$ cat config.mk
export PLATFORM = sky130hd
export DESIGN_NAME = keypad_entry_buffer
export DESIGN_NICKNAME = d
export VERILOG_FILES = /design/src/rtl/keypad_pkg.sv /design/src/rtl/key_event_debounce.sv /design/src/rtl/keypad_entry_buffer.sv
export SDC_FILE = /design/constraint.sdc
export NUM_CORES = 1
export LEC_CHECK = 0
export BUFFER_PORTS_ARGS = -buffer_cell sky130_fd_sc_hd__buf_2
export CORE_ASPECT_RATIO = 1.5
export CORE_MARGIN = 2
export CORE_UTILIZATION = 35
export CTS_CLUSTER_SIZE = 10
export DETAILED_ROUTE_END_ITERATION = 8
export GPL_TIMING_DRIVEN = 0
export HOLD_SLACK_MARGIN = 0.15
export SYNTH_ARGS = -nofsm -noshare
export SYNTH_HDL_FRONTEND = slang
export SYNTH_SLANG_ARGS = --single-unit
export TNS_END_PERCENT = 1
$ cat constraint.sdc
create_clock -name clk -period 3.7 [get_ports clk]
set_input_delay 0.74 -clock clk [delete_from_list [all_inputs] [get_ports clk]]
set_output_delay 0.74 -clock clk [all_outputs]
set_load 0.1 [all_outputs]
$ cat src/rtl/keypad_pkg.sv
// -----------------------------------------------------------------------------
// keypad_pkg
// Shared definitions for the keypad entry path: function key codes, the
// one-hot encoding of the entry state machine and a digit classifier.
// -----------------------------------------------------------------------------
package keypad_pkg;

    // Function keys on the 4x4 pad; B, C and D are deliberately unassigned.
    localparam logic [3:0] KEY_BKSP = 4'hA;
    localparam logic [3:0] KEY_CLR  = 4'hE;
    localparam logic [3:0] KEY_ENT  = 4'hF;

    typedef enum logic [2:0] {
        ST_EMPTY = 3'b001,
        ST_ENTRY = 3'b010,
        ST_DONE  = 3'b100
    } entry_state_e;

    // Codes 0..9 are decimal digits.
    function automatic logic is_digit(input logic [3:0] code);
        return code <= 4'd9;
    endfunction

endpackage

$ cat src/rtl/key_event_debounce.sv
// -----------------------------------------------------------------------------
// key_event_debounce
// Synchronizes the scanner's key_down/key_val into clk, debounces key_down and
// emits exactly one event per press.
//
// Ports:
//   clk, rst_n   clock, asynchronous active-low reset
//   key_down     scanner key-pressed level (asynchronous)
//   key_val      scanner key code (asynchronous, valid while key_down held)
//   evt_pulse    high for the single cycle in which a press is accepted
//   evt_code     code of the accepted key (valid with evt_pulse)
// -----------------------------------------------------------------------------
module key_event_debounce #(
    parameter int DEBOUNCE_CYC = 1000000
) (
    input  logic       clk,
    input  logic       rst_n,
    input  logic       key_down,
    input  logic [3:0] key_val,
    output logic       evt_pulse,
    output logic [3:0] evt_code
);

    localparam int CNT_W = (DEBOUNCE_CYC > 2) ? $clog2(DEBOUNCE_CYC) : 1;
    // cnt reaches this value once the synced level has been seen for
    // DEBOUNCE_CYC consecutive cycles (the change cycle itself plus
    // DEBOUNCE_CYC-1 matching comparisons).
    localparam logic [CNT_W-1:0] CNT_DONE = CNT_W'(DEBOUNCE_CYC - 2);

    logic       kd_s1, kd_s2, kd_last;
    logic [3:0] kv_s1, kv_s2;
    logic [CNT_W-1:0] cnt_q;
    logic       armed_q;
    logic [3:0] code_q;
    logic       stable;

    assign stable    = (kd_s2 == kd_last) && (cnt_q == CNT_DONE);
    assign evt_pulse = stable && kd_s2 && !armed_q;
    // The code is handed over in the acceptance cycle; the latch keeps it
    // afterwards for as long as the key stays armed.
    assign evt_code  = evt_pulse ? kv_s2 : code_q;

    // NOTE: sequential state uses non-blocking assignments so every flop
    // samples the values from before the edge, independent of block order.
    always_ff @(posedge clk or negedge rst_n) begin
        if (!rst_n) begin
            kd_s1   <= 1'b0;
            kd_s2   <= 1'b0;
            kv_s1   <= 4'h0;
            kv_s2   <= 4'h0;
            kd_last <= 1'b0;
            cnt_q   <= '0;
            armed_q <= 1'b0;
            code_q  <= 4'h0;
        end else begin
            kd_s1   <= key_down;
            kd_s2   <= kd_s1;
            kv_s1   <= key_val;
            kv_s2   <= kv_s1;
            kd_last <= kd_s2;

            // Any edge on the synced level restarts the stability window.
            if (kd_s2 != kd_last) begin
                cnt_q <= '0;
            end else if (cnt_q != CNT_DONE) begin
                cnt_q <= cnt_q + CNT_W'(1);
            end

            if (evt_pulse) begin
                armed_q <= 1'b1;
                code_q  <= kv_s2;
            end else if (stable && !kd_s2) begin
                armed_q <= 1'b0;
            end
        end
    end

endmodule

$ cat src/rtl/keypad_entry_buffer.sv
// -----------------------------------------------------------------------------
// keypad_entry_buffer
// Turns debounced keypad presses into a multi-digit BCD entry with backspace,
// clear and enter, and publishes committed values with a one-cycle strobe.
//
// Ports:
//   clk, rst_n    clock, asynchronous active-low reset
//   key_down      scanner key-pressed level (asynchronous)
//   key_val       scanner key code: 0-9 digits, A bksp, E clear, F enter
//   entry_bcd     in-progress digits, digit 0 (latest) in bits [3:0]
//   entry_len     number of digits entered
//   commit_bcd    last committed value
//   commit_len    digit count of the committed value
//   commit_valid  one-cycle pulse when commit_bcd/commit_len update
//   key_evt       one-cycle pulse per accepted key press
//   err           one-cycle pulse on a rejected key
// -----------------------------------------------------------------------------
module keypad_entry_buffer
    import keypad_pkg::*;
#(
    parameter int MAX_DIGITS   = 4,
    parameter int DEBOUNCE_CYC = 1000000,
    parameter int LEN_W        = $clog2(MAX_DIGITS + 1)
) (
    input  logic                    clk,
    input  logic                    rst_n,
    input  logic                    key_down,
    input  logic [3:0]              key_val,
    output logic [4*MAX_DIGITS-1:0] entry_bcd,
    output logic [LEN_W-1:0]        entry_len,
    output logic [4*MAX_DIGITS-1:0] commit_bcd,
    output logic [LEN_W-1:0]        commit_len,
    output logic                    commit_valid,
    output logic                    key_evt,
    output logic                    err
);

    localparam int BUF_W = 4 * MAX_DIGITS;
    localparam logic [LEN_W-1:0] LEN_FULL = LEN_W'(MAX_DIGITS);
    localparam logic [LEN_W-1:0] LEN_ONE  = LEN_W'(1);

    logic       evt_pulse;
    logic [3:0] evt_code;

    key_event_debounce #(
        .DEBOUNCE_CYC (DEBOUNCE_CYC)
    ) u_debounce (
        .clk       (clk),
        .rst_n     (rst_n),
        .key_down  (key_down),
        .key_val   (key_val),
        .evt_pulse (evt_pulse),
        .evt_code  (evt_code)
    );

    entry_state_e     state_q, state_d;
    logic [BUF_W-1:0] buf_q, buf_d;
    logic [LEN_W-1:0] len_q, len_d;
    logic [BUF_W-1:0] commit_bcd_q, commit_bcd_d;
    logic [LEN_W-1:0] commit_len_q, commit_len_d;
    logic             commit_valid_q, commit_valid_d;
    logic             err_q, err_d;
    logic             key_evt_q;

    always_ff @(posedge clk or negedge rst_n) begin
        if (!rst_n) begin
            state_q        <= ST_EMPTY;
            buf_q          <= '0;
            len_q          <= '0;
            commit_bcd_q   <= '0;
            commit_len_q   <= '0;
            commit_valid_q <= 1'b0;
            err_q          <= 1'b0;
            key_evt_q      <= 1'b0;
        end else begin
            state_q        <= state_d;
            buf_q          <= buf_d;
            len_q          <= len_d;
            commit_bcd_q   <= commit_bcd_d;
            commit_len_q   <= commit_len_d;
            commit_valid_q <= commit_valid_d;
            err_q          <= err_d;
            key_evt_q      <= evt_pulse;
        end
    end

    // NOTE: every signal written here gets a default first, so no path
    // through the block leaves one unassigned and no latch is inferred.
    always_comb begin
        state_d        = state_q;
        buf_d          = buf_q;
        len_d          = len_q;
        commit_bcd_d   = commit_bcd_q;
        commit_len_d   = commit_len_q;
        commit_valid_d = 1'b0;
        err_d          = 1'b0;

        if (evt_pulse) begin
            if (is_digit(evt_code)) begin
                if (state_q == ST_ENTRY) begin
                    if (len_q == LEN_FULL) begin
                        err_d = 1'b1;
                    end else begin
                        buf_d = {buf_q[BUF_W-5:0], evt_code};
                        len_d = len_q + LEN_ONE;
                    end
                end else begin
                    // From EMPTY or DONE the digit starts a fresh entry.
                    buf_d   = {{(BUF_W-4){1'b0}}, evt_code};
                    len_d   = LEN_ONE;
                    state_d = ST_ENTRY;
                end
            end else if (evt_code == KEY_BKSP) begin
                if (state_q == ST_ENTRY) begin
                    buf_d = {4'h0, buf_q[BUF_W-1:4]};
                    len_d = len_q - LEN_ONE;
                    if (len_q == LEN_ONE) begin
                        state_d = ST_EMPTY;
                    end
                end else if (state_q == ST_DONE) begin
                    buf_d   = '0;
                    len_d   = '0;
                    state_d = ST_EMPTY;
                end
            end else if (evt_code == KEY_CLR) begin
                buf_d   = '0;
                len_d   = '0;
                state_d = ST_EMPTY;
            end else if (evt_code == KEY_ENT) begin
                if (state_q == ST_EMPTY) begin
                    err_d = 1'b1;
                end else begin
                    commit_bcd_d   = buf_q;
                    commit_len_d   = len_q;
                    commit_valid_d = 1'b1;
                    state_d        = ST_DONE;
                end
            end else begin
                err_d = 1'b1;
            end
        end
    end

    assign entry_bcd    = buf_q;
    assign entry_len    = len_q;
    assign commit_bcd   = commit_bcd_q;
    assign commit_len   = commit_len_q;
    assign commit_valid = commit_valid_q;
    assign key_evt      = key_evt_q;
    assign err          = err_q;

endmodule

After elaboration in Yosys (flattened, before gate mapping)
Cells that the tools add are included.
{"block": "word_totals", "wordCells": 96, "regBits": 80}
{"block": "op_classes", "reduce_logical": 13, "n_bitwise": 4, "eq_ne": 17, "magnitude_cmp": 1, "mux": 42, "n_addsub": 3}
{"op": "two-way mux 16 bit", "n": 7}
{"op": "two-way mux 3 bit", "n": 16}
{"op": "two-way mux 20 bit", "n": 2}
{"op": "adder 20 x 1 -> 20 bit, second input constant", "n": 1}
{"op": "equality test 20 bit, second input constant", "n": 1}
{"op": "inequality test 20 bit, second input constant", "n": 1}
{"op": "two-way mux 1 bit", "n": 16}
{"op": "equality test 4 bit, second input constant", "n": 3}
{"op": "AND reduction 6 bit", "n": 2}
{"op": "equality test 3 x 1 -> 1 bit, second input constant", "n": 2}
{"op": "equality test 3 bit, second input constant", "n": 2}
{"op": "<= comparator 4 bit, second input constant", "n": 1}
{"op": "logical AND 1 bit", "n": 4}
{"op": "two-way mux 4 bit", "n": 1}
{"op": "inequality test 4 x 2 -> 1 bit, second input constant", "n": 1}
{"op": "inequality test 4 bit, second input constant", "n": 1}
{"op": "inverter 1 bit", "n": 4}
{"op": "AND reduction 4 bit", "n": 1}
{"op": "nonzero test 2 bit", "n": 2}
{"op": "nonzero test 4 bit", "n": 1}
{"op": "adder 3 x 1 -> 3 bit, second input constant", "n": 1}
{"op": "equality test 3 x 2 -> 1 bit, second input constant", "n": 1}
{"op": "inequality test 3 x 2 -> 1 bit, second input constant", "n": 1}
{"op": "inequality test 3 bit, second input constant", "n": 1}
{"op": "6 further kinds", "n": 7}

Longest topological paths before layout
Gate-level depths: netlist (run 1).
{"block": "depth", "depth_word": 11, "ltp_mapped": 10, "depth_no_buf": 9}

Cells and area by module
From an unflattened synthesis (run 1), not the netlist that was laid out.
{"block": "hier_totals", "cells_unflattened": 299, "area_unflattened_um2": 3649.8}
{"mod": "keypad_entry_buffer", "cells_per_inst": 163, "area_each_um2": 2097.0, "n_inst": 1}
{"mod": "key_event_debounce", "cells_per_inst": 136, "area_each_um2": 1552.7, "n_inst": 1}

Worst setup path after synthesis (run 1)
No wires, ideal clock.
{"block": "synth_timing", "kind": "reg-to-reg", "start": "register u_debounce.cnt_q[0]", "end": "register len_q[2] (netlist: entry_len[2])", "n_path_buf": 1, "path_slack_ns": 1.261, "setup_time_ns": 0.132, "path_stages_with_launch": 10, "arrival_ns": 2.306, "synth_period_minus_slack_ns": 2.439, "cell_sequence": "dfrtp_1 inv_1 ha_1 or4b_4 nor4_4 nand3_1 buf_6 mux2_4 a311oi_1 mux2i_1"}
{"block": "synth_via", "elab_chain_len": 8}
{"item": "start: declaration", "line": "key_event_debounce.sv:32", "source": "logic [CNT_W-1:0] cnt_q;"}
{"item": "start signal: assignment", "line": "key_event_debounce.sv:66", "source": "cnt_q <= cnt_q + CNT_W'(1);"}
{"item": "equality test 20 bit *", "line": "key_event_debounce.sv:37", "source": "assign stable = (kd_s2 == kd_last) && (cnt_q == CNT_DONE);"}
{"item": "logical AND 1 bit *", "line": "key_event_debounce.sv:37"}
{"item": "logical AND 1 bit * (2 in series)", "line": "key_event_debounce.sv:38", "source": "assign evt_pulse = stable && kd_s2 && !armed_q;"}
{"item": "two-way mux 4 bit", "line": "key_event_debounce.sv:41", "source": "assign evt_code = evt_pulse ? kv_s2 : code_q;"}
{"item": "<= comparator 4 bit, or another cell as far along", "line": "keypad_pkg.sv:21", "source": "return code <= 4'd9;"}
{"item": "inequality test 4 x 2 -> 1 bit (no source line), or another cell as far along"}
{"item": "AND reduction 4 bit (no source line) or two-way mux 3 bit (tied branches)"}
{"item": "end signal: assignment", "line": "keypad_entry_buffer.sv:78", "source": "len_q <= len_d;"}
{"item": "end: declaration", "line": "keypad_entry_buffer.sv:58", "source": "logic [LEN_W-1:0] len_q, len_d;"}
Mark *: on every way between the ends. The rest lies on a longest branch, timed or not.
A chain may end at the register's enable or synchronous reset.

Worst setup path after layout (run 1)
{"block": "layout_timing", "start": "register u_debounce.cnt_q[0]", "end": "register commit_len_q[2] (netlist: commit_len[2])"}
{"block": "layout_via", "elab_chain_len": 8}
{"item": "equality test 20 bit *", "line": "key_event_debounce.sv:37"}
{"item": "logical AND 1 bit *", "line": "key_event_debounce.sv:37"}
{"item": "logical AND 1 bit * (2 in series)", "line": "key_event_debounce.sv:38"}
{"item": "two-way mux 4 bit", "line": "key_event_debounce.sv:41"}
{"item": "<= comparator 4 bit, or another cell as far along", "line": "keypad_pkg.sv:21"}
{"item": "inverter 1 bit (no source line)"}
{"item": "AND reduction 6 bit (no source line) *"}
{"item": "end signal: assignment", "line": "keypad_entry_buffer.sv:80", "source": "commit_len_q <= commit_len_d;"}
{"item": "end: declaration", "line": "keypad_entry_buffer.sv:60", "source": "logic [LEN_W-1:0] commit_len_q, commit_len_d;"}
Marks and branches as above.

==> qor_table.md, run 1 <==
| Step | Parameter | This run |
|---|---|---|
| pwr | Switching part of the total | 19.7% |
| sta | PnR worst setup slack | 0.812 ns |
| sta | Maximum clock frequency | 0.346 GHz |
| status | Result of the run | completed |
| die | Initial core utilization | 35.8% |
| sta | Finish-stage setup viols | 0 |
| die | Core ar. | 10100 um2 |
| synth | Fraction of the yosys area taken by sequential cells | 55.5% |
| synth | Fraction of synthesis flops using an asynchronous set or reset pin | 100% |
| clock tree | Setup Buffers After CTS | 0 |
| sta | Final hold viol count | 0 |
| drt | Iter 0 DRT Violations | 131 |
| die | Number of cell rows | 45 |
| pwr | Power per cell area | 469 nW/um2 |
| hold path | Worst min-delay path class | reg -> reg |
| pwr | Static leakage | 2.20 nW |
| synth | Gate count after technology mapping | 364 |
| sta | Worst slew pin tran | 0.793 ns |
| pwr | Clock group share of total power | 53.6% |
| critical path | Setup crit end kind | flip-flop |
| finish | Fraction of layout cells with a size suffix above 1 | 19.4% |
| clock tree | Clock slew at reported path FFs | 0.06 ns |
| sta | Accumulated negative setup slack | 0 ns |
| drt | DRC errors left | 0 |
| critical path | Worst Reg2Reg Path Length in Cells | 10 |
| run | Number of maximum-capacitance constraint violations | 0 |
| synth | Register bit count reported by yosys | 80 |
| clock tree | Skew-Pair Late Insertion Delay | 0.34 ns |
| synth | Synthesized Nets | 377 |
| critical path | Critical register-to-register path endpoint | commit_len[2] |
| global route | Pin count of the biggest net entering global routing | 44 |
| drt | Iteration count of the initial detailed-routing pass | 4 |
| placement | Detail Placement HPWL | 6090 um |
| sta | Worst Hold Slack | 0.353 ns |
| clock tree | Maximum clock path buffer count | 2 |
| drt | Total number of vias | 2826 |
| pwr | Worst-case vdd ir drop | 262 uV |
| pwr | Pint | 1.66 mW |
| synth | Mapped Area | 3610 um2 |
| clock tree | CTS Root Buffer Type | clkbuf_16 |
| sta | Skew final | 0.00735 ns |
| clock tree | Hold-fix buffers at CTS | 0 |
| sta | Setup repair after global routing missed its margin | no |
| die | Die width | 86.9 um |
| global route | Initial antenna violation count | 0 |
| critical path | Delay of the slowest cell on the worst path | 0.49 ns |
| clock tree | Clock net sink count | 80 |
| global route | Aggregate global routing overflow | 0 |
| synth | Largest cells by area after synthesis | dfrtp_1 (55%), nand2_1 (9.6%), nand3_1 (4.2%) |
| sta | Min Tclk post-route | 2.89 ns |
| clock tree | Clock tree from TritonCTS | done |
| critical path | Data required, critical path | 3.98 ns |
| clock tree | Level count of the clock H-tree | 3 |
| finish | ANT cells | 0 |
| pwr | Reg power frac | 43.5% |
| clock tree | TritonCTS buffer count | 9 |
| critical path | Crit path max-delay cell type | or4b_4 |
| critical path | CP startpoint kind | flip-flop |
| placement | Placer congestion estimate | 0.799 |
| global route | First-pass GRT wire length | 14100 um |
| synth | Synth warn | 0 |
| critical path | Most numerous cell on the critical path | nand2_1 |
| critical path | Beginning of the critical path | u_debounce.cnt_q[0] |
| synth | Post-synthesis cell type with the largest combined area | dfrtp_1 |
| pwr | Net switching power of the design | 0.407 mW |
| critical path | Worst setup path category | reg -> reg |
| drt | Post-route ant nets | 0 |
| global route | Total routing usage reported by global routing | 16.3% |
| die | Vertical extent of the die | 128 um |
| placement | Worst slack, placed | 0.813 ns |
| critical path | Setup slack on the worst flop-to-flop path | 0.81 ns |
| critical path | Capture point of the critical path | commit_len[2] |
| sta | Part of the cycle the worst path needs | 78.0% |
| drt | Via count normalized by instance count | 5.19 |
| die | Total die area | 11200 um2 |
| drt | Detailed-route wire length per cell | 15.6 um |
| synth | Average cell area after synthesis | 9.92 um2 |
| clock tree | Resized cells post-CTS | 0 |
| sta | Max Transition Viols Final | 0 |
| pwr | Logic pwr share | 2.8% |
| placement | Buffers on Ports | 47 |
| global route | Via count of the first global-routing pass | 2804 |
| finish | Area added between synthesis and finish | 21.7% |
| sta | Relative slew slack | 47.1% |
| finish | # nets final | 436 |
| die | I/O pin total | 48 |
| synth | Most used flip-flop cell after synthesis | dfrtp_1 |
| critical path | Arrival time of the worst setup path | 3.16 ns |
| synth | Distinct cells, synth | 51 |
| pwr | Power, Total | 2.06 mW |
| synth | Area share of the largest cell type after synthesis | 54.7% |
| critical path | Startpoint of the most critical register-to-register path | u_debounce.cnt_q[0] |
| critical path | Critical Path Fanout Max | 10 |
| drt | Final Routed Wirelength | 8480 um |
| synth | EDFF count, synth | 0 |
| critical path | Worst path cell trace | inv_1, ha_1, or4b_4, nor4_4, nand3_1, buf_6, nor2_2, buf_4, nand2_1, nand2_1 |
==> layer usage <==
layer	up-vias	wire length, um	track usage (%)	part of all wire [%]
met1	1399	3620	19.7	43
met5	-	0	0	0
met2	43	4440	27.1	52
met3	12	208	4.17	2.5
li1	1372	-	-	-
met4	0	201	7.35	2.4
==> cell type report <==
type,count,area [um2]
tap,117,146
buffer,15,82.6
clock buffer,10,239
fill,978,5690
clock inverter,6,139
multi-input combinational,261,1500
inverter,8,30.0
sequential,80,2000
timing repair buffer,48,258
==> flip-flops by register name (all words and copies together), names as in the netlist, 3 cells and up <==
register,flops
commit_len,3
state_q,3
commit_bcd,16
u_debounce.kv_s1,4
u_debounce.kv_s2,4
entry_bcd,16
entry_len,3
u_debounce.cnt_q,20
u_debounce.code_q,4
==> cell usage in the layout (no fill, tap or decap), types with 2 or more instances in the layout <==
| cell type | n |
|---|---|
| a22o_1 | 4 |
| dfrtp_1 | 79 |
| a22oi_1 | 4 |
| o21ai_0 | 14 |
| and2_1 | 2 |
| mux2_2 | 4 |
| clkbuf_1 | 8 |
| buf_6 | 2 |
| xor2_1 | 15 |
| ha_1 | 6 |
| nor2_1 | 25 |
| nand3_1 | 30 |
| nand2_1 | 92 |
| inv_1 | 7 |
| a21oi_1 | 7 |
| nand4b_1 | 2 |
| mux2i_1 | 2 |
| clkbuf_16 | 9 |
| a31oi_1 | 3 |
| and3_1 | 6 |
| nor3b_1 | 3 |
| buf_2 | 49 |
| nand2b_1 | 2 |
| bufinv_16 | 4 |
| or3_1 | 4 |
| buf_4 | 3 |
| nor4bb_1 | 3 |
| and4_1 | 3 |
| nand4_1 | 8 |
==> power by group through the flow <==
stage	Combinational [mW]	Sequential [mW]	Clock (mW)
final	0.0587	0.897	1.11
after global routing	0.0684	0.898	1.17
after CTS	0.0609	0.897	1.13
after detailed placement	0.0605	0.913	0
after global placement	0.0553	0.913	0
after floorplan	0.0281	0.911	0
==> worst min path at each step <==
stage / from / cells past startpoint / end
after global placement: u_debounce.kv_s1[2] / 0 / u_debounce.kv_s2[2]
after detailed placement: u_debounce.kv_s1[0] / 0 / u_debounce.kv_s2[0]
after CTS: u_debounce.kv_s1[2] / 0 / u_debounce.kv_s2[2]
after floorplan: u_debounce.kd_s1 / 0 / u_debounce.kd_s2
final: u_debounce.kv_s1[0] / 0 / u_debounce.kv_s2[0]
after global routing: u_debounce.kv_s1[1] / 0 / u_debounce.kv_s2[1]
==> cells by family (layout without fill, tap and decap cells) <==
family          after synthesis  in the layout  share of synthesized area [%]
compound gates               41             41                           7.59
mux                           7              7                           2.22
xor+xnor                     16             16                           3.88
flops                        80             80                           55.5
buf+inv                      23             87                           3.12
fa+ha+maj                     6              6                           2.08
simple gates                191            191                           25.6
==> metrics by stage <==
step                std cells  cell area [um2]  util [%]
floorplan                 364             3610         -
CTS                       545             4390      43.6
detailed placement        529             4020      39.8
global route              545             4390      43.6
global placement          528             3990      39.6
finish                    545             4390      43.6
==> Yosys cell counts, types with 6 or more instances <==
cell / count
clkbuf_1: 8
o21ai_0: 14
dfrtp_1: 79
inv_1: 7
nor2_1: 25
and3_1: 6
a21oi_1: 7
nand2_1: 92
nand4_1: 8
nand3_1: 30
ha_1: 6
xor2_1: 15
==> critical path: cells and delay by family, from the launching register on <==
kind	cells	cell delay (ns)
flops	1	0.42
simple gates	6	1.65
buf+inv	3	0.57
fa+ha+maj	1	0.19
No activity file was read; power rests on OpenSTA's default activity.
==> run 2: changes to the inputs <==
==> constraint.sdc (replaced) <==
create_clock -name clk -period 2.36 [get_ports clk]
set_input_delay 0.472 -clock clk [delete_from_list [all_inputs] [get_ports clk]]
set_output_delay 0.472 -clock clk [all_outputs]
set_load 0.1 [all_outputs]
==> run 2 against run 1 <==
  * The run now ends with setup timing left
  * Routed wire length down 1.0%
  * Clock skew up 0.0018 ns
  * Hold slack worse by 0.12 ns
  * Non-clock buffer count rose by 15
  * Core utilization is 1.3 points higher
  * Design area grew 3.0%
  * Maximum frequency is 16% higher
  * Critical path depth down 2
  * Clock-buffer cell count grew 1
  * Sequential share of layout area decreased by 1.3 points
  * Critical endpoint is now entry_len[0]
  * Largest power group is now sequential cells
  * Highest routed layer unchanged
==> qor_table.md, run 2 (synthesis results as in run 1) <==
| Step | Parameter | This run | Delta |
|---|---|---|---|
| critical path | Arrival time of the worst setup path | 2.70 ns | was 3.16 ns |
| placement | Worst slack, placed | -0.280 ns | was 0.813 ns |
| clock tree | TritonCTS buffer count | 9 | unchanged |
| sta | Relative slew slack | 38.9% | was 47.1% |
| finish | Fraction of layout cells with a size suffix above 1 | 23.9% | was 19.4% |
| sta | Skew final | 0.00914 ns | was 0.00735 ns |
| sta | Worst slew pin tran | 0.916 ns | was 0.793 ns |
| critical path | Critical Path Fanout Max | 7 | was 10 |
| global route | Pin count of the biggest net entering global routing | 44 | unchanged |
| finish | Sequential cell area in the final layout | 2000 um2 | unchanged |
| drt | Final Routed Wirelength | 8390 um | was 8480 um |
| sta | Finish-stage setup viols | 17 | was 0 |
| die | Initial core utilization | 35.8% | unchanged |
| die | Vertical extent of the die | 128 um | unchanged |
| drt | Iteration count of the initial detailed-routing pass | 4 | unchanged |
| clock tree | Clock slew at reported path FFs | 0.06 ns | about the same |
| pwr | Power per cell area | 613 nW/um2 | was 469 nW/um2 |
| die | I/O pin total | 48 | unchanged |
| placement | Buffers on Ports | 47 | unchanged |
| placement | Inst Count DP | 529 | unchanged |
| finish | Finished Cell Area | 4520 um2 | was 4390 um2 |
| placement | Detail Placement HPWL | 5720 um | was 6090 um |
| sta | Part of the cycle the worst path needs | 106% | was 78.0% |
| placement | Placer congestion estimate | 0.784 | was 0.799 |
| global route | Aggregate global routing overflow | 0 | unchanged |
| die | Core ar. | 10100 um2 | unchanged |
| pwr | Static leakage | 2.27 nW | was 2.20 nW |
| sta | Maximum clock frequency | 0.401 GHz | was 0.346 GHz |
| drt | Detailed-route wire length per cell | 15.0 um | was 15.6 um |
| status | Result of the run | finished, violations left | was completed |
| global route | Via count of the first global-routing pass | 2789 | was 2804 |
| die | Die width | 86.9 um | unchanged |
| finish | Register with the most flip-flops | u_debounce.cnt_q | unchanged |
| hold path | Worst min-delay path class | in -> reg | was reg -> reg |
| clock tree | CTS Root Buffer Type | clkbuf_16 | unchanged |
| drt | Iter 0 DRT Violations | 129 | was 131 |
| sta | Min Tclk post-route | 2.49 ns | was 2.89 ns |
| status | Failing checks | setup timing |  |
| sta | PnR worst setup slack | -0.135 ns | was 0.812 ns |
| critical path | CP startpoint kind | flip-flop | unchanged |
| finish | Most frequent standard cell in the layout excluding fill and tap cells | nand2_1 | unchanged |
| finish | ANT cells | 0 | unchanged |
| finish | # nets final | 451 | was 436 |
| finish | Max FFs per register | 20 | unchanged |
| finish | Final-layout fill cell count | 933 | was 978 |
| clock tree | Skew-Pair Late Insertion Delay | 0.34 ns | about the same |
| global route | Initial antenna violation count | 0 | unchanged |
| critical path | Worst setup path category | reg -> reg | unchanged |
| clock tree | Level count of the clock H-tree | 3 | unchanged |
| placement | Cell area after placement | 4020 um2 | unchanged |
| sta | Setup repair after global routing missed its margin | yes | was no |
| sta | Max Transition Viols Final | 0 | unchanged |
| drt | Post-route ant nets | 0 | unchanged |
| drt | DRC errors left | 0 | unchanged |
| drt | Total number of vias | 2874 | was 2826 |
| clock tree | Clock net sink count | 80 | unchanged |
| clock tree | Maximum clock path buffer count | 2 | unchanged |
| finish | Commonest cells after routing, fill and taps aside | nand2_1 (90), dfrtp_1 (79), buf_2 (47) | was nand2_1 (92), dfrtp_1 (79), buf_2 (49) |
| die | Number of cell rows | 45 | unchanged |
| global route | First-pass GRT wire length | 13500 um | was 14100 um |
| finish | Area added between synthesis and finish | 25.3% | was 21.7% |
| critical path | Data required, critical path | 2.57 ns | was 3.98 ns |
| drt | Via count normalized by instance count | 5.13 | was 5.19 |
| critical path | Setup crit end kind | flip-flop | unchanged |
| run | Number of maximum-capacitance constraint violations | 0 | unchanged |
| die | Total die area | 11200 um2 | unchanged |
| global route | Total routing usage reported by global routing | 15.6% | was 16.3% |
| clock tree | Clock tree from TritonCTS | done | unchanged |
| finish | Post-Layout Cell Count | 560 | was 545 |
| sta | Worst Hold Slack | 0.236 ns | was 0.353 ns |
| sta | Final hold viol count | 0 | unchanged |
| finish | Combined area of the multi-input logic cells | 1560 um2 | was 1500 um2 |
| pwr | Worst-case vdd ir drop | 329 uV | was 262 uV |
| finish | Fraction of the core area covered by cells at the end of the flow | 44.9% | was 43.6% |
[run 2: cell types whose count changed in the layout (fill, tap and decap cells not counted), moves of 2 or more]
cell       delta
buf_2         -2
buf_4         +7
nand2_1       -2
nand3_1       -2
nand2_2       +2
clkinv_2      +3
nand3_2       +2
clkbuf_1      +2
buf_6         +6
buf_8         +2
bufinv_16     -4
[run 2: per-stage QoR]
stage,TNS (ns),total power [mW]
2_1_floorplan,-0.0298,1.47
3_3_place_gp,-5.46,1.52
3_5_place_dp,-5.66,1.52
4_1_cts,-1.30,2.81
5_1_grt,-3.94,2.88
6_report,-0.890,2.77
[run 2: final timing paths]
kind,startpoint,endpoint,slack [ns],cells past startpoint
setup / recovery,u_debounce.cnt_q[6],entry_len[0],-0.13,8
hold / removal,key_val[2],u_debounce.kv_s1[2],0.24,1
setup reg to reg,u_debounce.cnt_q[6],entry_len[0],-0.13,8
hold reg to reg,u_debounce.kv_s1[2],u_debounce.kv_s2[2],0.35,0
max in group asynchronous,rst_n,state_q[0],1.04,3
min in group asynchronous,rst_n,commit_bcd[5],0.64,2
[run 2: area by class of cell]
cell class | count | share of cell area, %
clock buffer | 11 | 5.15
buffer | 15 | 2.35
multi-input combinational | 261 | 34.5
timing repair buffer | 63 | 9.05
clock inverter | 5 | 0.747
inverter | 8 | 0.692
sequential | 80 | 44.3
tap | 117 | 3.24
[run 2: report_power, final]
group | leakage, nW | total [mW] | internal (mW) | switching, mW
sequential | 1.09 | 1.40 | 1.39 | 0.0130
combinational | 1.05 | 0.108 | 0.0405 | 0.0678
clock | 0.126 | 1.26 | 0.711 | 0.549
[run 2: per-layer routing]
| metal | routed length, um | part of all wire [%] | track usage, % |
|---|---|---|---|
| met3 | 324 | 3.9 | 3.14 |
| met4 | 174 | 2.1 | 6.80 |
| met2 | 4440 | 53 | 26.8 |
| met1 | 3450 | 41 | 18.6 |
| met5 | 0 | 0 | 0 |
[run 2: what timing repair did]
item / CTS / global route
resized for setup: 14 / 16
hold buffers: 1 / 0
setup buffers: 6 / 6
endpoints found under the setup margin: 40 / 50
pin swaps: 5 / 20
cloned: 1 / 2
hold endpoints to repair: 37 / 0
[run 2: critical path, stage by stage (launching register included)]
cell and delay [ns]:
dfrtp_1 0.43, or4b_1 0.57, nor4_4 0.31, nand3_2 0.18
a311o_1 0.37, buf_6 0.15, buf_6 0.13, a21oi_4 0.12
o22ai_2 0.11
